==> config.mk <==
export PLATFORM = sky130hd
export DESIGN_NAME = sequence_detector_1001
export DESIGN_NICKNAME = d
export VERILOG_FILES = /design/src/rtl/seq_det_pkg.sv /design/src/rtl/seq_det_next.sv /design/src/rtl/sequence_detector_1001.sv
export SDC_FILE = /design/constraint.sdc
export NUM_CORES = 1
export LEC_CHECK = 0
export ABC_AREA = 1
export BUFFER_PORTS_ARGS = -buffer_cell sky130_fd_sc_hd__buf_2
export CAP_MARGIN = 30
export CORE_AREA = 2 2 39 41
export DETAILED_ROUTE_END_ITERATION = 12
export DIE_AREA = 0 0 41 43
export GPL_TIMING_DRIVEN = 0
export PLACE_DENSITY = 0.3
export SYNTH_ARGS = -nofsm -noshare
export SYNTH_HDL_FRONTEND = slang
export SYNTH_SLANG_ARGS = --single-unit
==> constraint.sdc <==
create_clock -name clk -period 3 [get_ports clk]
set_clock_uncertainty 0.2 [all_clocks]
set_input_delay 0.3 -clock clk [delete_from_list [all_inputs] [get_ports clk]]
set_output_delay 0.3 -clock clk [all_outputs]
set_load 0.01 [all_outputs]
==> src/rtl/seq_det_pkg.sv <==
// seq_det_pkg: shared constants and elaboration-time KMP tables for the serial pattern detector
package seq_det_pkg;
  localparam int DEFAULT_PATTERN_LEN = 4;
  localparam logic [3:0] DEFAULT_PATTERN = 4'b1001;
  function automatic int state_width(input int len);
    return (len <= 2) ? 1 : $clog2(len);
  endfunction
  // Entry q is the failure link for a matched prefix of length q; pattern bit i is pat[len-1-i].
  function automatic logic [16:0][4:0] failure_table(input logic [15:0] pat, input int len);
    logic [16:0][4:0] f;
    int k;
    f = '0;
    k = 0;
    for (int i = 1; i < len; i++) begin
      while (k > 0 && pat[4'(len-1-i)] != pat[4'(len-1-k)]) k = int'(f[5'(k)]);
      if (pat[4'(len-1-i)] == pat[4'(len-1-k)]) k++;
      f[5'(i+1)] = 5'(k);
    end
    return f;
  endfunction
  // Full transition table [state][bit], with the match wrap-around already folded in.
  function automatic logic [16:0][1:0][4:0] next_table(input logic [15:0] pat, input int len, input bit overlap);
    logic [16:0][4:0] f;
    logic [16:0][1:0][4:0] t;
    int k;
    f = failure_table(pat, len);
    t = '0;
    for (int s = 0; s < len; s++) begin
      for (int b = 0; b < 2; b++) begin
        k = s;
        while (k > 0 && int'(pat[4'(len-1-k)]) != b) k = int'(f[5'(k)]);
        if (int'(pat[4'(len-1-k)]) == b) k++;
        if (k == len) k = overlap ? int'(f[5'(len)]) : 0;
        t[5'(s)][b] = 5'(k);
      end
    end
    return t;
  endfunction
endpackage

==> src/rtl/seq_det_next.sv <==
// seq_det_next: combinational next-state and match decode from a constant transition table
module seq_det_next
  import seq_det_pkg::*;
#(
  parameter int PATTERN_LEN = DEFAULT_PATTERN_LEN,
  parameter logic [PATTERN_LEN-1:0] PATTERN = DEFAULT_PATTERN,
  parameter bit OVERLAP = 1'b1,
  parameter int SW = state_width(PATTERN_LEN)
) (
  input  logic [SW-1:0] state,
  input  logic          in,
  output logic [SW-1:0] next_state,
  output logic          match
);
  localparam logic [16:0][1:0][4:0] TRANS = next_table(16'(PATTERN), PATTERN_LEN, OVERLAP);
  assign next_state = TRANS[5'(state)][in][SW-1:0];
  assign match = (state == SW'(PATTERN_LEN-1)) && (in == PATTERN[0]);
endmodule

==> src/rtl/sequence_detector_1001.sv <==
// sequence_detector_1001: serial sync-word spotter, registered one-cycle pulse per pattern match
module sequence_detector_1001
  import seq_det_pkg::*;
#(
  parameter int PATTERN_LEN = DEFAULT_PATTERN_LEN,
  parameter logic [PATTERN_LEN-1:0] PATTERN = DEFAULT_PATTERN,
  parameter bit OVERLAP = 1'b1
) (
  input  logic clk,
  input  logic reset,
  input  logic in,
  output logic out
);
  localparam int SW = state_width(PATTERN_LEN);
  logic [SW-1:0] state, next_state;
  logic match;
  seq_det_next #(
    .PATTERN_LEN(PATTERN_LEN),
    .PATTERN(PATTERN),
    .OVERLAP(OVERLAP),
    .SW(SW)
  ) u_next (
    .state(state),
    .in(in),
    .next_state(next_state),
    .match(match)
  );
  always_ff @(posedge clk) begin
    if (!reset) begin
      state <= '0;
      out <= 1'b0;
    end else begin
      state <= next_state;
      out <= match;
    end
  end
endmodule

==> results of run 1 <==
final timing paths:
kind	startpoint	to	cells after the start
worst max-delay path	out	out	1
worst min-delay path	in	out	3
worst max register to register	state[0]	state[1]	3
worst min register to register	state[1]	state[1]	2
tightest hold or removal path, cell delays in order:
cell     delay, ps
buf_2          110
nand2_1         50
nor2_1          30
logic make-up (layout without fill, tap and decap cells):
kind of cell               count (synthesis)  count (layout)  share of synthesized area, %
adders and majority gates                  2               2                          20.6
and+or+nand+nor                            6               6                          20.6
buffers and inverters                      3              10                          9.28
DFF                                        3               3                          49.5
power by group through the flow:
stage / clock (mW) / sequential (mW) / combinational [mW]
after global placement: 0 / 0.0430 / 0.00600
final: 0.0737 / 0.0424 / 0.00589
after CTS: 0.0785 / 0.0424 / 0.00595
after floorplan: 0 / 0.0429 / 0.00365
after global routing: 0.0830 / 0.0425 / 0.00681
after detailed placement: 0 / 0.0430 / 0.00586
per-stage QoR:
stage | worst slack [ps] | cell area [um2]
finish | 1850 | 183
global route | 1830 | 183
CTS | 1840 | 183
detailed placement | 2000 | 156
global placement | 1990 | 156
floorplan | 2020 | 121
Yosys cell counts:
cell,count,area share [%]
inv_1,3,9.3
nand2_1,2,6.2
nor2_2,1,5.2
dfxtp_1,3,49
ha_1,2,21
nor2_1,3,9.3
routing by layer:
layer  up-vias  part of all wire [%]
met1        35                    46
li1         53                     -
met4         0                     0
met3         0                    27
met2         6                    26
met5         -                     0
registers in the layout, summed over array words and instances (netlist names):
register and cells:
out 1, state 2
final cells by class:
| class | instances | area (um2) | share of cell area (%) |
|---|---|---|---|
| Sequential cell | 3 | 60.1 | 32.9 |
| Multi-Input combinational cell | 8 | 50.0 | 27.4 |
| Clock buffer | 4 | 26.3 | 14.4 |
| Tap cell | 16 | 20.0 | 11.0 |
| Timing Repair Buffer | 3 | 15.0 | 8.22 |
| Inverter | 3 | 11.3 | 6.16 |
==> impl_metrics.tcl, run 1 <==
set metrics [dict create \
    syn_avg_cell_area_um2 8.67 \
    max_cap_violations 0 \
    ir_drop_uv 201 \
    coreArea_mm2 0.00138 \
    start_util_pct 8.77 \
    r2r_slack_ps 1980 \
    internal_power_uw 94.4 \
    pin_count 4 \
    antenna_left 0 \
    fillers 158 \
    holdWs_ps 103 \
    syn_inst 14 \
    timing.final.crit_share_pct 38.2 \
    rows 14 \
    max_freq_mhz 873 \
    clk_pin_slew_worst_paths_ps 40 \
    setup_violations 0 \
    yosysSeqAreaShare_pct 49.5 \
    place_congestion 0.500 \
    grt_max_degree 4 \
    grtUsageMet3_pct 9.95 \
    cp.buffers_inverters 1 \
    final_util_pct 13.2 \
    drc 0 \
    switching_share_pct 22.7 \
    hold_viol 0 \
    cts_sinks 3 \
    cts_tree "done" \
    area_delta_synth_final_pct 50.5 \
    tightest_slew_ps 86.7 \
    drive_gt1_share_pct 33.3 \
    worstPathMaxFanout 1 \
    crit_path_start_kind "flip-flop" \
    syn_area_um2 121 \
    p_clk_share_pct 60.4 \
    fin_cells 37 \
    fin_nets 27 \
    dr_total_vias 94 \
    die-height_um 43 \
    cts_setup_buffers 0 \
    maxSlewHeadroom_pct 94.2 \
    grt_pass1_wl_um 317 \
    numPortBuffers 3 \
    pwr-share-comb_pct 4.8 \
    crit_required_ps 2500 \
    postCtsResizedCells 0 \
    via_per_inst 2.54 \
    drtIter0Drc 0 \
    globalRouteOverflowTotal 0 \
    status "complete, no violations" \
    ys_types 6 \
    critical_path_class "flip-flop to primary output" \
    track_usage_pct 4.01 \
    wl_per_cell_um 6.05 \
    ctsHoldBuffers 0 \
    worstSkewPairLatency_ps 240 \
    htreeDepth 1 \
    rsz0062_at_grt "false" \
    min_period_ps 1150 \
    cts_root_buf "clkbuf_4" \
    grtUsageMet2_pct 2.50 \
    antenna_cells 0 \
    p_seq_share_pct 34.8 \
    dp_cells 33 \
    worst_path_largest_cell_delay_ps 280 \
    drtPass1Iterations 1 \
    power.switching_uw 27.7 \
    setup_tns_ps 0 \
    cp-end-kind "primary output" \
    cp.arrival_ps 650 \
    ys_ff_latch 3 \
    ys_warn_count 0 \
    die_area_mm2 0.00176 \
    syn-num-nets 19 \
    min_path_type "primary input to flip-flop" \
    grt.busiest_layer "met3" \
    die_w_um 41 \
    antenna_found_initial 0 \
    met1_usage_pct 3.21 \
    numCtsBuffers 3 \
    path_cells "buf_2" \
    power_density_mw_per_mm2 668 \
    power_uw 122 \
    most-common-layout-cells "inv_1 (3), nor2_1 (3), clkbuf_4 (3), buf_2 (3), dfxtp_1 (3)" \
    drt-total-wl_um 224 \
    finalMaxSlewViolations 0 \
    cpMaxStageDelayCell "dfxtp_1" \
    p_leak_nw 0.0940 \
    crit_family "flip-flops" \
    clk_path_buf_depth 2 \
    first_global_vias 82 \
]
No activity file was read; power rests on OpenSTA's default activity.
==> run 2: changes to the inputs <==
clock period = 1 ns   (was 3 ns; I/O delays follow)
==> impl_metrics.tcl, run 2 (same netlist as run 1, synthesis figures left out) <==
set metrics [dict create \
    most-common-layout-cells "clkbuf_4 (3), buf_2 (3)" \
    min_period_ps 965 \
    worstHoldPathCells 3 \
    crit_required_ps 980 \
    area_delta_synth_final_pct 80.4 \
    drtIter0Drc 0 \
    numCtsBuffers 3 \
    first_global_vias 82 \
    fillers 157 \
    wl_per_cell_um 6.13 \
    rsz0062_at_grt "false" \
    worstSkewPairLatency_ps 240 \
    globalRouteOverflowTotal 0 \
    worst_path_largest_cell_delay_ps 530 \
    finalMaxSlewViolations 0 \
    crit_path_start_kind "primary input" \
    start_util_pct 8.77 \
    fin_cells 39 \
    max_freq_mhz 1040 \
    largest_reg_flops 2 \
    die_w_um 41 \
    crit_family "buffers and inverters" \
    min_path_type "flip-flop to flip-flop" \
    ir_drop_uv 610 \
    rows 14 \
    switching_share_pct 23.1 \
    power.switching_uw 87.7 \
    pwr-share-comb_pct 7.6 \
    cp.buffers_inverters 3 \
    reg_top3 "state: 2 flops, out: 1 flops" \
    drt-total-wl_um 239 \
    rr_worst_depth 3 \
    cp-end-kind "flip-flop" \
    setup_violations 0 \
    hold_viol 0 \
    grt_pass1_wl_um 317 \
    min-delay-start "state[0]" \
    status "complete, no violations" \
    max_cap_violations 0 \
    maxSlewHeadroom_pct 90.6 \
    die_area_mm2 0.00176 \
    critical_path_class "primary input to flip-flop" \
    antenna_found_initial 0 \
    drive_gt1_share_pct 47.8 \
    grt.busiest_layer "met3" \
    largest_register "state" \
    dp_cells 33 \
    cpMaxStageDelayCell "dlygate4sd3_1" \
    grt_max_degree 4 \
    path_cells "dlygate4sd3_1 -> buf_2 -> inv_1 -> nand2_1 -> nor2_2" \
    drtPass1Iterations 1 \
    internal_power_uw 292 \
    p_leak_nw 0.103 \
    r2r-end "state[1]" \
    r2r_slack_ps 40 \
    cts_sinks 3 \
    antenna_cells 0 \
    cp.arrival_ps 940 \
    dr_total_vias 107 \
    drc 0 \
    cts_root_buf "clkbuf_4" \
    power_density_mw_per_mm2 1730 \
    coreArea_mm2 0.00138 \
    p_seq_share_pct 34.0 \
    timing.final.crit_share_pct 96.5 \
    grtUsageMet2_pct 2.50 \
    grtUsageMet3_pct 9.42 \
    postLayoutCellArea_um2 219 \
    setup_tns_ps 0 \
    antenna_left 0 \
    tightest_slew_ps 140 \
    final_util_pct 15.8 \
    htreeDepth 1 \
    place_area_um2 156 \
    clk_path_buf_depth 2 \
    met1_usage_pct 3.53 \
    pin_count 4 \
    place_congestion 0.500 \
    r2r_start "state[0]" \
    worstPathMaxFanout 3 \
    cts_tree "done" \
    numPortBuffers 3 \
    via_per_inst 2.74 \
    fin_nets 29 \
    die-height_um 43 \
    clk_pin_slew_worst_paths_ps 40 \
    track_usage_pct 4.01 \
    holdPathEnd "state[1]" \
    p_clk_share_pct 58.4 \
]
run 2: area by class of cell:
| cell class | instances | area, um2 | share of cell area [%] |
|---|---|---|---|
| clock buffers | 4 | 26.3 | 12.0 |
| inverters | 3 | 11.3 | 5.14 |
| multi-input cells | 8 | 65.1 | 29.7 |
| flip-flops and latches | 3 | 61.3 | 28.0 |
| well taps | 16 | 20.0 | 9.14 |
| repair buffers | 5 | 35.0 | 16.0 |
run 2: routing by layer:
metal / vias up / wire (um)
met5: - / 0
met4: 0 / 0
met3: 0 / 52
met2: 6 / 73
met1: 44 / 112
li1: 57 / -
run 2: power groups by stage:
stage / Combinational (mW) / Sequential, mW / Clock [mW]
4_1_cts: 0.0240 / 0.128 / 0.235
3_3_place_gp: 0.0180 / 0.129 / 0
5_1_grt: 0.0316 / 0.129 / 0.249
3_5_place_dp: 0.0176 / 0.129 / 0
2_1_floorplan: 0.0109 / 0.129 / 0
6_report: 0.0288 / 0.129 / 0.222
run 2: worst max-delay path by stage:
stage / startpoint / depth (start not counted) / to / slack (ps)
finish: in / 5 / state[1] / 40
global route: state[0] / 4 / state[0] / 10
CTS: state[0] / 3 / state[1] / 20
detailed placement: state[0] / 3 / state[1] / -0.01
global placement: state[0] / 3 / state[1] / -5
floorplan: state[0] / 3 / state[1] / 20
run 2: tightest hold or removal path, cell delays in order, from the launching register on:
cell     delay (ps)
dfxtp_2         320
inv_2            60
ha_4            120
nor2_2           30
run 2: stage by stage:
| stage | power, mW | worst slack, ps | hold WS (ps) |
|---|---|---|---|
| after floorplan | 0.140 | 20.5 | 13.8 |
| after global placement | 0.147 | -5.21 | 147 |
| after detailed placement | 0.147 | -0.0132 | 150 |
| after CTS | 0.387 | 15.1 | 358 |
| after global routing | 0.410 | 10.2 | 378 |
| final | 0.380 | 35.0 | 369 |
run 2: repair_timing:
| item | in CTS | in global routing |
|---|---|---|
| gates resized for setup | 1 | 4 |
| hold buffers | 2 | 0 |
| pin swaps | 1 | 2 |
| hold endpoints to repair | 3 | 0 |
| endpoints found under the setup margin | 1 | 2 |
| buffers inserted | 0 | 0 |
